===== config.mk =====
export PLATFORM = sky130hd
export DESIGN_NAME = lcd_init_ctrl
export DESIGN_NICKNAME = d
export VERILOG_FILES = /design/src/rtl/lcd_init_ctrl_pkg.sv /design/src/rtl/lcd_bus_wr.sv /design/src/rtl/lcd_init_ctrl.sv
export SDC_FILE = /design/constraint.sdc
export NUM_CORES = 1
export LEC_CHECK = 0
export ABC_AREA = 1
export BUFFER_PORTS_ARGS = -buffer_cell sky130_fd_sc_hd__buf_2
export CORE_ASPECT_RATIO = 0.5
export CORE_MARGIN = 2
export CORE_UTILIZATION = 56
export DETAILED_ROUTE_END_ITERATION = 6
export PLACE_DENSITY = 0.86
export RECOVER_POWER = 100
export SETUP_SLACK_MARGIN = 0.2
export SYNTH_ARGS = -nofsm -noshare
export SYNTH_HDL_FRONTEND = slang
export SYNTH_SLANG_ARGS = --single-unit

===== constraint.sdc =====
create_clock -name clk -period 2.01 [get_ports clk]
set_clock_uncertainty 0.2 [all_clocks]
set_input_delay 0.201 -clock clk [delete_from_list [all_inputs] [get_ports clk]]
set_output_delay 0.201 -clock clk [all_outputs]
set_load 0.05 [all_outputs]

===== src/rtl/lcd_init_ctrl_pkg.sv =====
// Shared definitions for the LCD init controller.
// Contents: FSM state encoding, LCD opcode constants, small sizing helper.
// LCD_INIT_DELAY_EN adds the post-sleep-out delay state to the encoding.
package lcd_init_ctrl_pkg;

  localparam logic [7:0] LCD_CMD_SLPOUT = 8'h11;
  localparam logic [7:0] LCD_CMD_DISPON = 8'h29;

  typedef enum logic [3:0] {
    ST_RST_HOLD  = 4'd0,
    ST_RST_REL   = 4'd1,
    ST_FETCH     = 4'd2,
    ST_WR_LO     = 4'd3,
    ST_WR_HI     = 4'd4,
    ST_IDLE      = 4'd5,
    ST_USR_SETUP = 4'd6,
    ST_USR_LO    = 4'd7,
    ST_USR_HI    = 4'd8
`ifdef LCD_INIT_DELAY_EN
    ,
    ST_SLP_DLY   = 4'd9
`endif
  } lcd_state_e;

  function automatic int max_int(input int a, input int b);
    return (a > b) ? a : b;
  endfunction

endpackage


===== src/rtl/lcd_bus_wr.sv =====
// Write-strobe timer shared by the ROM init path and the user path.
// A start pulse (issued in the setup cycle) runs WR_LOW low-phase cycles
// followed by WR_HIGH high-phase cycles.
// Ports:
//   clk, resetn : clock, async active-low reset
//   start       : begin a strobe sequence on the next cycle
//   busy        : sequence in progress
//   lo_last     : last cycle of the low phase
//   last        : last cycle of the high phase (sequence ends)
module lcd_bus_wr #(
  parameter int WR_LOW  = 2,
  parameter int WR_HIGH = 2
) (
  input  logic clk,
  input  logic resetn,
  input  logic start,
  output logic busy,
  output logic lo_last,
  output logic last
);

  localparam int TOT = WR_LOW + WR_HIGH;
  localparam int CW  = $clog2(TOT + 1);

  logic          busy_q, busy_d;
  logic [CW-1:0] cnt_q, cnt_d;

  assign busy    = busy_q;
  assign lo_last = busy_q && (cnt_q == CW'(WR_LOW - 1));
  assign last    = busy_q && (cnt_q == CW'(TOT - 1));

  always_comb begin
    busy_d = busy_q;
    cnt_d  = cnt_q;
    if (start) begin
      busy_d = 1'b1;
      cnt_d  = '0;
    end else if (busy_q) begin
      if (last) busy_d = 1'b0;
      else      cnt_d  = cnt_q + CW'(1);
    end
  end

  always_ff @(posedge clk or negedge resetn) begin
    if (!resetn) begin
      busy_q <= 1'b0;
      cnt_q  <= '0;
    end else begin
      busy_q <= busy_d;
      cnt_q  <= cnt_d;
    end
  end

endmodule


===== src/rtl/lcd_init_ctrl.sv =====
// LCD init sequencer and 8080-style bus owner.
// Pulses the panel reset, walks the instruction ROM writing each byte with
// timed strobes, then hands the bus to one user requester (req/ack).
// Optional feature: define LCD_INIT_DELAY_EN to hold SLP_WAIT cycles with
// cs_n high after every sleep-out (8'h11) ROM byte.
// Ports:
//   clk, resetn          : clock, async active-low reset
//   rom_addr / rom_data  : instruction ROM, combinational read
//   usr_req/rs/data/ack  : user write channel, ack pulses per byte
//   init_done            : ROM sequence finished
//   lcd_*                : panel reset, strobes, register select, data bus
module lcd_init_ctrl
  import lcd_init_ctrl_pkg::*;
#(
  parameter int INST_NUM = 13,
  parameter int RST_WAIT = 50000,
  parameter int WR_LOW   = 2,
  parameter int WR_HIGH  = 2,
  parameter int SLP_WAIT = 600000
) (
  input  logic       clk,
  input  logic       resetn,
  output logic [3:0] rom_addr,
  input  logic [7:0] rom_data,
  input  logic       usr_req,
  input  logic       usr_rs,
  input  logic [7:0] usr_data,
  output logic       usr_ack,
  output logic       init_done,
  output logic       lcd_rst_n,
  output logic       lcd_cs_n,
  output logic       lcd_wr_n,
  output logic       lcd_rd_n,
  output logic       lcd_rs,
  output logic [7:0] lcd_data
);

  localparam int         DLY_W     = $clog2(max_int(RST_WAIT, SLP_WAIT)) + 1;
  localparam logic [3:0] LAST_ADDR = 4'(INST_NUM - 1);

  lcd_state_e       state_q, state_d;
  logic [DLY_W-1:0] dly_q, dly_d;
  logic [3:0]       rom_addr_q, rom_addr_d;
  logic             last_q, last_d;
  logic [7:0]       lcd_data_q, lcd_data_d;
  logic             lcd_rs_q, lcd_rs_d;
  logic             lcd_cs_n_q, lcd_cs_n_d;
  logic             lcd_wr_n_q, lcd_wr_n_d;
  logic             lcd_rst_n_q, lcd_rst_n_d;
  logic             init_done_q, init_done_d;

  logic bus_start, bus_busy, bus_lo_last, bus_last;
  logic load_rom, next_byte;

  lcd_bus_wr #(
    .WR_LOW  (WR_LOW),
    .WR_HIGH (WR_HIGH)
  ) u_bus_wr (
    .clk     (clk),
    .resetn  (resetn),
    .start   (bus_start),
    .busy    (bus_busy),
    .lo_last (bus_lo_last),
    .last    (bus_last)
  );

  always_comb begin
    state_d     = state_q;
    dly_d       = dly_q;
    rom_addr_d  = rom_addr_q;
    last_d      = last_q;
    lcd_data_d  = lcd_data_q;
    lcd_rs_d    = lcd_rs_q;
    bus_start   = 1'b0;
    load_rom    = 1'b0;
    next_byte   = 1'b0;

    case (state_q)
      ST_RST_HOLD: begin
        if (dly_q == DLY_W'(RST_WAIT - 1)) begin
          state_d = ST_RST_REL;
          dly_d   = '0;
        end else begin
          dly_d = dly_q + DLY_W'(1);
        end
      end
      ST_RST_REL: begin
        if (dly_q == DLY_W'(RST_WAIT - 1)) begin
          dly_d    = '0;
          load_rom = 1'b1;
        end else begin
          dly_d = dly_q + DLY_W'(1);
        end
      end
      // The address advances at the start of the strobe so that rom_data
      // already shows the next byte when the high phase ends; this keeps
      // back-to-back bytes gapless with data valid in the setup cycle.
      // last_q remembers that the byte on the bus is the final one.
      ST_FETCH: begin
        if (!bus_busy) begin
          bus_start = 1'b1;
          state_d   = ST_WR_LO;
          last_d    = (rom_addr_q == LAST_ADDR);
          if (rom_addr_q != LAST_ADDR) rom_addr_d = rom_addr_q + 4'd1;
        end
      end
      ST_WR_LO: if (bus_lo_last) state_d = ST_WR_HI;
      ST_WR_HI: begin
        if (bus_last) begin
`ifdef LCD_INIT_DELAY_EN
          if (lcd_data_q == LCD_CMD_SLPOUT) begin
            state_d = ST_SLP_DLY;
            dly_d   = '0;
          end else begin
            next_byte = 1'b1;
          end
`else
          next_byte = 1'b1;
`endif
        end
      end
`ifdef LCD_INIT_DELAY_EN
      ST_SLP_DLY: begin
        if (dly_q == DLY_W'(SLP_WAIT - 1)) begin
          dly_d     = '0;
          next_byte = 1'b1;
        end else begin
          dly_d = dly_q + DLY_W'(1);
        end
      end
`endif
      ST_IDLE: begin
        if (usr_req) begin
          state_d    = ST_USR_SETUP;
          lcd_data_d = usr_data;
          lcd_rs_d   = usr_rs;
        end
      end
      ST_USR_SETUP: begin
        if (!bus_busy) begin
          bus_start = 1'b1;
          state_d   = ST_USR_LO;
        end
      end
      ST_USR_LO: if (bus_lo_last) state_d = ST_USR_HI;
      ST_USR_HI: if (bus_last) state_d = ST_IDLE;
      default:   state_d = ST_RST_HOLD;
    endcase

    if (next_byte) begin
      if (last_q) state_d  = ST_IDLE;
      else        load_rom = 1'b1;
    end
    if (load_rom) begin
      state_d    = ST_FETCH;
      lcd_data_d = rom_data;
      lcd_rs_d   = 1'b0;
    end

    // Strobe outputs are registered from the next state so they line up
    // with the state they describe and never glitch.
    init_done_d = init_done_q | (state_d == ST_IDLE);
    lcd_rst_n_d = (state_d != ST_RST_HOLD);
    lcd_wr_n_d  = !(state_d inside {ST_WR_LO, ST_USR_LO});
    lcd_cs_n_d  = !(state_d inside {ST_FETCH, ST_WR_LO, ST_WR_HI,
                                    ST_USR_SETUP, ST_USR_LO, ST_USR_HI});
  end

  always_ff @(posedge clk or negedge resetn) begin
    if (!resetn) begin
      state_q     <= ST_RST_HOLD;
      dly_q       <= '0;
      rom_addr_q  <= '0;
      last_q      <= 1'b0;
      lcd_data_q  <= '0;
      lcd_rs_q    <= 1'b0;
      lcd_cs_n_q  <= 1'b1;
      lcd_wr_n_q  <= 1'b1;
      lcd_rst_n_q <= 1'b0;
      init_done_q <= 1'b0;
    end else begin
      state_q     <= state_d;
      dly_q       <= dly_d;
      rom_addr_q  <= rom_addr_d;
      last_q      <= last_d;
      lcd_data_q  <= lcd_data_d;
      lcd_rs_q    <= lcd_rs_d;
      lcd_cs_n_q  <= lcd_cs_n_d;
      lcd_wr_n_q  <= lcd_wr_n_d;
      lcd_rst_n_q <= lcd_rst_n_d;
      init_done_q <= init_done_d;
    end
  end

  assign rom_addr  = rom_addr_q;
  assign usr_ack   = (state_q == ST_USR_HI) && bus_last;
  assign init_done = init_done_q;
  assign lcd_rst_n = lcd_rst_n_q;
  assign lcd_cs_n  = lcd_cs_n_q;
  assign lcd_wr_n  = lcd_wr_n_q;
  assign lcd_rd_n  = 1'b1;
  assign lcd_rs    = lcd_rs_q;
  assign lcd_data  = lcd_data_q;

endmodule

==> flow_metrics.env, run 1 <==
export IMPL_htreeDepth=2
export IMPL_p_sw_w=0.0004402
export IMPL_p_int_w=0.001278
export IMPL_area_delta_synth_final_pct=35.49
export IMPL_vias=2775
export IMPL_synth_cell_type_count=34
export IMPL_hold_violations=0
export IMPL_dieArea_um2=5147
export IMPL_seq_power_share=0.559
export IMPL_clkLatencyLatePin_ns=0.33
export IMPL_fill_cells=232
export IMPL_nNetsFinal=416
export IMPL_drtAntennaViolNets=0
export IMPL_antennaDiodeCount=0
export IMPL_ys_flop_type="dfrtp_1"
export IMPL_routabilityCongestion=0.9495
export IMPL_post_drt_wl_per_cell_um=20.40
export IMPL_vdd_ir_drop_max_mv=0.5397
export IMPL_cts_root_buf="clkbuf_8"
export IMPL_status="completed"
export IMPL_cts_num_sinks=47
export IMPL_setup_viol=0
export IMPL_synth_common_cells="72 x nand2_1, 45 x dfrtp_1, 40 x inv_1, 31 x nor2_1, 13 x nand3_1"
export IMPL_drtIter0Drc=287
export IMPL_drive_above_1_share=0.3197
export IMPL_via_per_inst=6.194
export IMPL_grt_pass1_vias=2546
export IMPL_core_area_um2=4382
export IMPL_p_comb_frac=0.075
export IMPL_yosysMostFrequentCell="nand2_1"
export IMPL_clockBufferDepth=2
export IMPL_power_per_cell_area_nw_per_um2=496.8
export IMPL_numCtsBuffers=5
export IMPL_period_needed_ns=2.008
export IMPL_clkPwrFrac=0.367
export IMPL_min_period_over_period=0.9992
export IMPL_synth_seq_cells=47
export IMPL_worst_setup_path_end_kind="register"
export IMPL_switching_share=0.2562
export IMPL_drc=0
export IMPL_hp_class="primary input to async pin"
export IMPL_io_pins=39
export IMPL_path_clk_slew_ns=0.10
export IMPL_arrival_ns=2.02
export IMPL_synth_cells=308
export IMPL_fmax_ghz=0.4979
export IMPL_cts_tree="done"
export IMPL_fp_row_count=17
export IMPL_maxCapViolCount=0
export IMPL_overflow=0
export IMPL_place_area_um2=2831
export IMPL_required_ns=2.02
export IMPL_ys_warn_count=0
export IMPL_p_leak_nw=1.657
export IMPL_io_buffers=37
export IMPL_r2r_start="state_q[3]$_DFF_PN0_"
export IMPL_synth_async_reset_ratio=1.000
export IMPL_synth_edf_count=0
export IMPL_crit_path_start_kind="register"
export IMPL_synth_area_per_cell_um2=8.287
export IMPL_antenna_found_initial=0
export IMPL_design_area_um2=3458
export IMPL_grt_usage=0.2953
export IMPL_cp_max_fo=6
export IMPL_fp_dieW_um=99.48
export IMPL_seq_area_frac_synth=0.4618
export IMPL_synth_fp_nets=334
export IMPL_yosys_area_top_type="dfrtp_1"
export IMPL_netlist_area_um2=2552
export IMPL_start_util=0.5825
export IMPL_rsz0062_at_grt="true"
export IMPL_critPathKind="register to register"
export IMPL_synth_top_cell_area_share=0.4412
export IMPL_slew_headroom=0.5692
export IMPL_first_pass_iters=6
export IMPL_grt_start_max_net_pins=22
export IMPL_die_h_um=51.74
export IMPL_startpoint="state_q[3]$_DFF_PN0_"
export IMPL_worst_slew_pin_slew_ns=0.6489
export IMPL_synthTopCellsByArea="dfrtp_1 44%, nand2_1 11%, inv_1 5.9%"
export IMPL_dp_hpwl_um=3930
export IMPL_fin_hold_ws_ns=0.1612
export IMPL_routed_wl_um=9137
export IMPL_final_max_slew_viol_count=0
export IMPL_grt_pass1_wl_um=11700
==> worst max-delay path: stages (launching register included) <==
cell     delay [ns]
dfrtp_1        0.46
inv_2          0.16
nand2_1        0.16
inv_1          0.18
nand3_2        0.12
nor2_4         0.18
inv_2          0.08
nand2_4        0.11
nor2_2         0.09
nand2_1        0.09
nand2_1        0.07
==> final timing paths <==
kind                                            endpoint  slack (ns)  cells after the start
max reg2reg                      lcd_data[0]$_DFFE_PN0P_       0.002                     10
min in group clk                    state_q[1]$_DFF_PN0_        0.21                      5
max                              lcd_data[0]$_DFFE_PN0P_       0.002                     10
max in group asynchronous           state_q[0]$_DFF_PN0_        0.49                      3
min                              rom_addr[0]$_DFFE_PN0P_        0.16                      2
min reg2reg                u_bus_wr.cnt_q[2]$_DFFE_PN0P_        0.29                      2
==> metal layers <==
layer  up-vias  track usage  share of wire
li1       1137            -              -
met1      1302       0.3380           0.36
met2       236       0.5023           0.46
met3       100      0.07124          0.095
met4         0       0.2055          0.088
met5         -            0              0
==> stage by stage <==
| step | std cells | total power (W) | worst slack (ns) | TNS [ns] | utilization |
|---|---|---|---|---|---|
| floorplan | 308 | 0.001019 | 0.2066 | 0 | - |
| global placement | 405 | 0.001066 | 0.1729 | 0 | 0.6462 |
| detailed placement | 405 | 0.001068 | 0.05456 | 0 | 0.6462 |
| CTS | 438 | 0.001678 | 0.1616 | 0 | 0.7373 |
| global route | 448 | 0.001764 | -0.2157 | -0.4509 | 0.7893 |
| finish | 448 | 0.001718 | 0.001547 | 0 | 0.7893 |
==> state kept, by name, indices dropped and copies added (netlist names) <==
register and cells:
state_q 4, u_bus_wr.busy 1, lcd_rst_n 1, lcd_data 8, lcd_rs 1, rom_addr 4
lcd_wr_n 1, init_done 1, last_q 1, dly_q 21, lcd_cs_n 1, u_bus_wr.cnt_q 3
==> cells in the final DEF (no fill, tap or decap), types with 9 or more instances in the layout <==
cell type,n
nand2_1,62
dfrtp_1,42
inv_1,36
nor2_1,24
clkbuf_1,19
dlygate4sd3_1,18
buf_2,18
buf_4,15
nand2_2,14
inv_2,12
xor2_1,11
nor2_4,10
a21oi_1,9
nor3_1,9
==> power groups by stage <==
stage	clock (W)	sequential (W)	combinational [W]
final	0.000630	0.000960	0.000128
after global routing	0.000668	0.000961	0.000135
after global placement	0	0.000975	0.0000902
after CTS	0.000601	0.000957	0.000120
after detailed placement	0	0.000975	0.0000924
after floorplan	0	0.00101	0.0000133
==> cell families after synthesis <==
| kind of cell | synth area share |
|---|---|
| AOI/OAI and AO/OA | 0.07255 |
| buffers and inverters | 0.07794 |
| xor gates and xnor gates | 0.05490 |
| other | 0.001469 |
| and+or+nand+nor | 0.3020 |
| adders and majority gates | 0.02941 |
| DFF | 0.4618 |
==> cell type report <==
class | count | area [um2] | share of cell area
flip-flops and latches | 47 | 1182 | 0.3419
repair buffers | 74 | 498.0 | 0.1440
well taps | 57 | 71.32 | 0.02062
clock inverters | 1 | 5.005 | 0.001447
clock buffers | 7 | 86.33 | 0.02496
inverters | 51 | 198.9 | 0.05753
multi-input cells | 211 | 1416 | 0.4096
==> what timing repair did <==
item / in CTS / in global routing
pin swaps: 3 / 15
gates resized for setup: 21 / 48
gates cloned: 0 / 2
endpoints found under the setup margin: 18 / 30
endpoints found under the hold margin: 54 / 0
setup buffers: 7 / 8
hold buffers: 18 / 0
Note: power is estimated with default switching activity, not from simulation.
==> run 2, diff against run 1 <==
==> constraint.sdc (replaced) <==
create_clock -name clk -period 2.01 [get_ports clk]
set_clock_uncertainty 0.2 [all_clocks]
set_input_delay 0.402 -clock clk [delete_from_list [all_inputs] [get_ports clk]]
set_output_delay 0.402 -clock clk [all_outputs]
set_load 0.05 [all_outputs]
==> run 2 against run 1 <==
The run now ends with negative setup slack left. Sequential power about the same. Critical path depth shrank 3. Maximum frequency fell by 2.5%. Register-to-register slack about the same. Non-clock buffer count fell by 20. Critical endpoint is now usr_ack. First-iteration DRC count shrank 50%. Via count shrank 14%.
==> flow_metrics.env, run 2 (same netlist as run 1, synthesis figures left out) <==
export IMPL_maxCapViolCount=0
export IMPL_vias=2388
export IMPL_htreeDepth=2
export IMPL_fmax_ghz=0.4852
export IMPL_status="finished, violations left"
export IMPL_core_area_um2=4382
export IMPL_dp_cells=404
export IMPL_grt_start_max_net_pins=28
export IMPL_grt_pass1_vias=2232
export IMPL_final_cell_mix="64 x nand2_1, 42 x dfrtp_1, 35 x buf_2"
export IMPL_final_common_cell="nand2_1"
export IMPL_slew_headroom=0.5546
export IMPL_hp_class="primary input to register"
export IMPL_antenna_found_initial=0
export IMPL_io_pins=39
export IMPL_crit_path_start_kind="register"
export IMPL_routabilityCongestion=0.9614
export IMPL_nNetsFinal=396
export IMPL_routed_wl_um=6567
export IMPL_cts_tree="done"
export IMPL_design_area_um2=3217
export IMPL_overflow=0
export IMPL_die_h_um=51.74
export IMPL_drtAntennaViolNets=0
export IMPL_path_clk_slew_ns=0.08
export IMPL_design_power_total_w=0.001740
export IMPL_grt_usage=0.2410
export IMPL_cts_root_buf="clkbuf_8"
export IMPL_drive_above_1_share=0.3585
export IMPL_worst_setup_path_end_kind="output port"
export IMPL_worst_slew_pin_slew_ns=0.6681
export IMPL_first_pass_iters=4
export IMPL_p_leak_nw=1.619
export IMPL_via_per_inst=5.579
export IMPL_cts_num_sinks=47
export IMPL_cp_max_fo=2
export IMPL_rsz0062_at_grt="true"
export IMPL_io_buffers=37
export IMPL_final_max_slew_viol_count=0
export IMPL_clkLatencyLatePin_ns=0.30
export IMPL_antennaDiodeCount=0
export IMPL_vdd_ir_drop_max_mv=0.3915
export IMPL_min_period_over_period=1.025
export IMPL_top_register="dly_q"
export IMPL_final_cells=428
export IMPL_power_per_cell_area_nw_per_um2=540.8
export IMPL_drtIter0Drc=144
export IMPL_setup_viol=1
export IMPL_clockBufferDepth=2
export IMPL_arrival_ns=1.46
export IMPL_start_util=0.5825
export IMPL_required_ns=1.41
export IMPL_numCtsBuffers=5
export IMPL_fill_cells=263
export IMPL_grt_pass1_wl_um=9653
export IMPL_postLayoutCoreUtil=0.7342
export IMPL_post_drt_wl_per_cell_um=15.34
export IMPL_period_needed_ns=2.061
export IMPL_fp_row_count=17
export IMPL_dieArea_um2=5147
export IMPL_fp_dieW_um=99.48
export IMPL_place_area_um2=2824
export IMPL_dp_hpwl_um=4069
export IMPL_largest_register_ffs=21
export IMPL_area_delta_synth_final_pct=26.03
export IMPL_finalWorstSetupSlack_ns=-0.05089
export IMPL_drc=0
export IMPL_violations="negative setup slack"
export IMPL_critPathKind="register to output port"
export IMPL_hold_violations=0
[run 2: cell count changes in the layout (fill, tap and decap cells not counted), moves of 3 or more]
| cell | before | now |
|---|---|---|
| clkbuf_1 | 19 | 2 |
| a22oi_2 | 4 | 1 |
| nor2_1 | 24 | 27 |
| buf_2 | 18 | 35 |
| dlygate4sd3_1 | 18 | 1 |
| a22oi_1 | 4 | 7 |
[run 2: critical path, cell delays in order, from the launching register on]
cell and delay (ns):
dfrtp_1 0.38, ha_2 0.21, ha_4 0.14, nand2_2 0.05
inv_2 0.08, nand3_2 0.10, inv_2 0.08, buf_8 0.14
[run 2: final timing paths]
path	to	cells past startpoint	slack, ns	from
setup reg to reg	lcd_cs_n$_DFF_PN1_	9	0.01	u_bus_wr.cnt_q[0]$_DFFE_PN0P_
hold reg to reg	u_bus_wr.cnt_q[2]$_DFFE_PN0P_	2	0.28	u_bus_wr.cnt_q[2]$_DFFE_PN0P_
hold / removal	lcd_rs$_DFFE_PN0P_	3	0.11	usr_rs
max in group asynchronous	dly_q[8]$_DFFE_PN0P_	3	0.51	resetn
setup / recovery	usr_ack	7	-0.05	u_bus_wr.cnt_q[1]$_DFFE_PN0P_
min in group asynchronous	last_q$_DFFE_PN0P_	2	0.47	resetn
[run 2: stage by stage]
step | hold WS (ns) | setup WS, ns | setup TNS (ns)
floorplan | -0.09359 | 0.2052 | 0
global route | 0.1096 | -0.1499 | -0.5972
finish | 0.1094 | -0.05089 | -0.05089
global placement | 0.2245 | 0.1629 | 0
detailed placement | 0.2359 | 0.04135 | 0
CTS | 0.1040 | 0.01534 | 0
[run 2: area by class of cell]
type / count / area, um2 / share of cell area
Multi-Input combinational cell: 211 / 1329 / 0.4131
Clock buffer: 7 / 76.32 / 0.02373
Sequential cell: 47 / 1182 / 0.3676
Clock inverter: 1 / 30.03 / 0.009335
Tap cell: 57 / 71.32 / 0.02217
Inverter: 51 / 198.9 / 0.06184
Timing Repair Buffer: 54 / 329.1 / 0.1023
[run 2: power by group]
group	switching (W)	internal, W	total, W
sequential	0.00000499	0.000953	0.000958
clock	0.000315	0.000373	0.000687
combinational	0.0000671	0.0000274	0.0000945
[run 2: routing by layer]
| layer | vias to the layer above | global-route usage | part of all wire |
|---|---|---|---|
| li1 | 1093 | - | - |
| met1 | 1176 | 0.2792 | 0.42 |
| met2 | 94 | 0.4257 | 0.52 |
| met3 | 25 | 0.06183 | 0.041 |
| met4 | 0 | 0.1210 | 0.026 |
| met5 | - | 0 | 0 |
[run 2: repair_timing]
item | in CTS | in global routing
buffers inserted | 4 | 9
pin swaps | 5 | 13
resized for setup | 21 | 30
hold buffers | 1 | 0
hold endpoints to repair | 23 | 0
gates cloned | 2 | 0
setup endpoints to repair | 22 | 32
==> run 3, diff against run 2 <==
- GPL_TIMING_DRIVEN: unset -> 0
==> run 3 against run 2 <==
Global-route usage shrank 0.34 points. Sequential power barely moved. Die area unchanged. Critical path type is now register to register. Critical endpoint is now lcd_rst_n$_DFF_PN0_. Combinational power down 1%. Clock power is 4.4% higher. Utilization is 3.2 points higher. Non-clock buffer count up 9. First-iteration DRC count increased by 26%. Worst setup slack got worse by 0.087 ns. The flow finishes with violations (design-rule violations, negative setup slack). Sequential share of layout area down 1.6 points. Critical path depth grew 7.
==> flow_metrics.env, run 3 (same netlist as run 1, synthesis figures left out) <==
export IMPL_status="finished, violations left"
export IMPL_violations="design-rule violations, negative setup slack"
export IMPL_holdCritStartpoint="usr_rs"
export IMPL_fp_row_count=17
export IMPL_nNetsFinal=405
export IMPL_numCtsBuffers=5
export IMPL_drtAntennaViolNets=0
export IMPL_arrival_ns=2.13
export IMPL_first_pass_iters=7
export IMPL_dp_cells=402
export IMPL_reg2reg_to="lcd_rst_n$_DFF_PN0_"
export IMPL_core_area_um2=4382
export IMPL_drive_above_1_share=0.3658
export IMPL_final_cells=437
export IMPL_final_cell_mix="59 x nand2_1, 44 x dfrtp_1, 33 x inv_1"
export IMPL_slew_headroom=0.2272
export IMPL_final_common_cell="nand2_1"
export IMPL_grt_start_max_net_pins=48
export IMPL_grt_usage=0.2376
export IMPL_post_drt_wl_per_cell_um=17.78
export IMPL_setup_viol=5
export IMPL_start_util=0.5825
export IMPL_p_leak_nw=1.675
export IMPL_clkLatencyLatePin_ns=0.31
export IMPL_dieArea_um2=5147
export IMPL_dp_hpwl_um=3943
export IMPL_critPathKind="register to register"
export IMPL_routabilityCongestion=0.9210
export IMPL_rsz0062_at_grt="true"
export IMPL_min_period_over_period=1.069
export IMPL_r2r_slack_ns=-0.14
export IMPL_via_per_inst=5.879
export IMPL_r2r_start="u_bus_wr.cnt_q[0]$_DFFE_PN0P_"
export IMPL_routed_wl_um=7770
export IMPL_slowest_delay_ns=0.44
export IMPL_postLayoutCoreUtil=0.7661
export IMPL_min_path_cells=3
export IMPL_worst_setup_path_end_kind="register"
export IMPL_multiInputGateArea_um2=1403
export IMPL_fill_cells=242
export IMPL_largest_register_ffs=21
export IMPL_cts_num_sinks=47
export IMPL_power_per_cell_area_nw_per_um2=527.0
export IMPL_fmax_ghz=0.4656
export IMPL_cp_cell_sequence="ha_4 > ha_4 > nand2_2 > inv_2 > nand3_4 > buf_4 > buf_6 > nand2_2 > inv_2 > nand2_1 > nor2_1 > nand3_2 > nor2_1 > nand3_1"
export IMPL_vdd_ir_drop_max_mv=0.5208
export IMPL_cts_tree="done"
export IMPL_crit_slowest_cell="dfrtp_1"
export IMPL_io_buffers=37
export IMPL_htreeDepth=2
export IMPL_final_max_slew_viol_count=0
export IMPL_regArea_um2=1180
export IMPL_die_h_um=51.74
export IMPL_hp_class="primary input to register"
export IMPL_holdBufCountCts=0
export IMPL_drtIter0Drc=181
export IMPL_worst_slew_pin_slew_ns=1.159
export IMPL_clockBufferDepth=2
export IMPL_reg2reg_depth=14
export IMPL_cts_root_buf="clkbuf_8"
export IMPL_grt_pass1_vias=2129
export IMPL_min_to="lcd_rs$_DFFE_PN0P_"
export IMPL_io_pins=39
export IMPL_crit_path_start_kind="register"
export IMPL_drc=11
export IMPL_area_delta_synth_final_pct=31.52
export IMPL_fp_dieW_um=99.48
export IMPL_hold_violations=0
export IMPL_vias=2569
export IMPL_grt_pass1_wl_um=9473
export IMPL_antenna_found_initial=0
export IMPL_finalWorstSetupSlack_ns=-0.1377
export IMPL_top_register="dly_q"
export IMPL_required_ns=1.99
export IMPL_period_needed_ns=2.148
export IMPL_overflow=0
export IMPL_path_clk_slew_ns=0.09
export IMPL_maxCapViolCount=0
export IMPL_cp_max_fo=3
export IMPL_antennaDiodeCount=0
-- run 3: metrics by stage --
stage          setup TNS (ns)  worst slack [ns]  hold WS, ns  power (W)  cell area, um2
2_1_floorplan               0            0.2052     -0.09359   0.001019            2552
3_5_place_dp                0           0.01414       0.2606   0.001066            2809
3_3_place_gp                0            0.1052       0.2492   0.001064            2809
4_1_cts              -0.01501          -0.01501      0.08826   0.001753            3029
6_report              -0.2276           -0.1377      0.08595   0.001769            3357
5_1_grt                -1.120           -0.2275       0.1099   0.001808            3357
-- run 3: cell type report --
class	instances	share of cell area
Sequential cell	47	0.3515
Timing Repair Buffer	62	0.1148
Buffer	1	0.002236
Clock buffer	6	0.02162
Multi-Input combinational cell	211	0.4178
Inverter	51	0.05963
Tap cell	57	0.02124
Clock inverter	2	0.01118
-- run 3: what timing repair did --
| action | in CTS | in global routing |
|---|---|---|
| endpoints found under the hold margin | 0 | 0 |
| pin swaps | 9 | 17 |
| gates cloned | 2 | 0 |
| setup buffers | 4 | 21 |
| resized for setup | 21 | 50 |
| endpoints found under the setup margin | 21 | 31 |
-- run 3: worst max-delay path, delay by kind of cell (launching register included) --
family / cells / cell delay, ns
DFF: 1 / 0.44
adders and majority gates: 2 / 0.35
buffers and inverters: 4 / 0.29
and+or+nand+nor: 8 / 0.74
-- run 3: layer usage --
metal	routed length, um	part of all wire	track usage
met1	2914	0.38	0.2730
met2	3820	0.49	0.4381
met3	544	0.070	0.04973
met4	491	0.063	0.1073
met5	0	0	0
-- run 3: worst max-delay path by stage --
stage / from / depth (start not counted) / to / slack (ns)
3_3_place_gp: u_bus_wr.cnt_q[0]$_DFFE_PN0P_ / 10 / lcd_rst_n$_DFF_PN0_ / 0.11
6_report: u_bus_wr.cnt_q[0]$_DFFE_PN0P_ / 14 / lcd_rst_n$_DFF_PN0_ / -0.14
3_5_place_dp: u_bus_wr.cnt_q[0]$_DFFE_PN0P_ / 10 / lcd_rst_n$_DFF_PN0_ / 0.01
2_1_floorplan: u_bus_wr.cnt_q[0]$_DFFE_PN0P_ / 6 / usr_ack / 0.21
4_1_cts: u_bus_wr.cnt_q[0]$_DFFE_PN0P_ / 7 / usr_ack / -0.02
5_1_grt: u_bus_wr.cnt_q[0]$_DFFE_PN0P_ / 14 / lcd_rst_n$_DFF_PN0_ / -0.23
-- run 3: power by group --
group	switching [W]	internal (W)
Combinational	0.0000700	0.0000235
Clock	0.000346	0.000372
Sequential	0.00000522	0.000953
Total	0.000421	0.00135
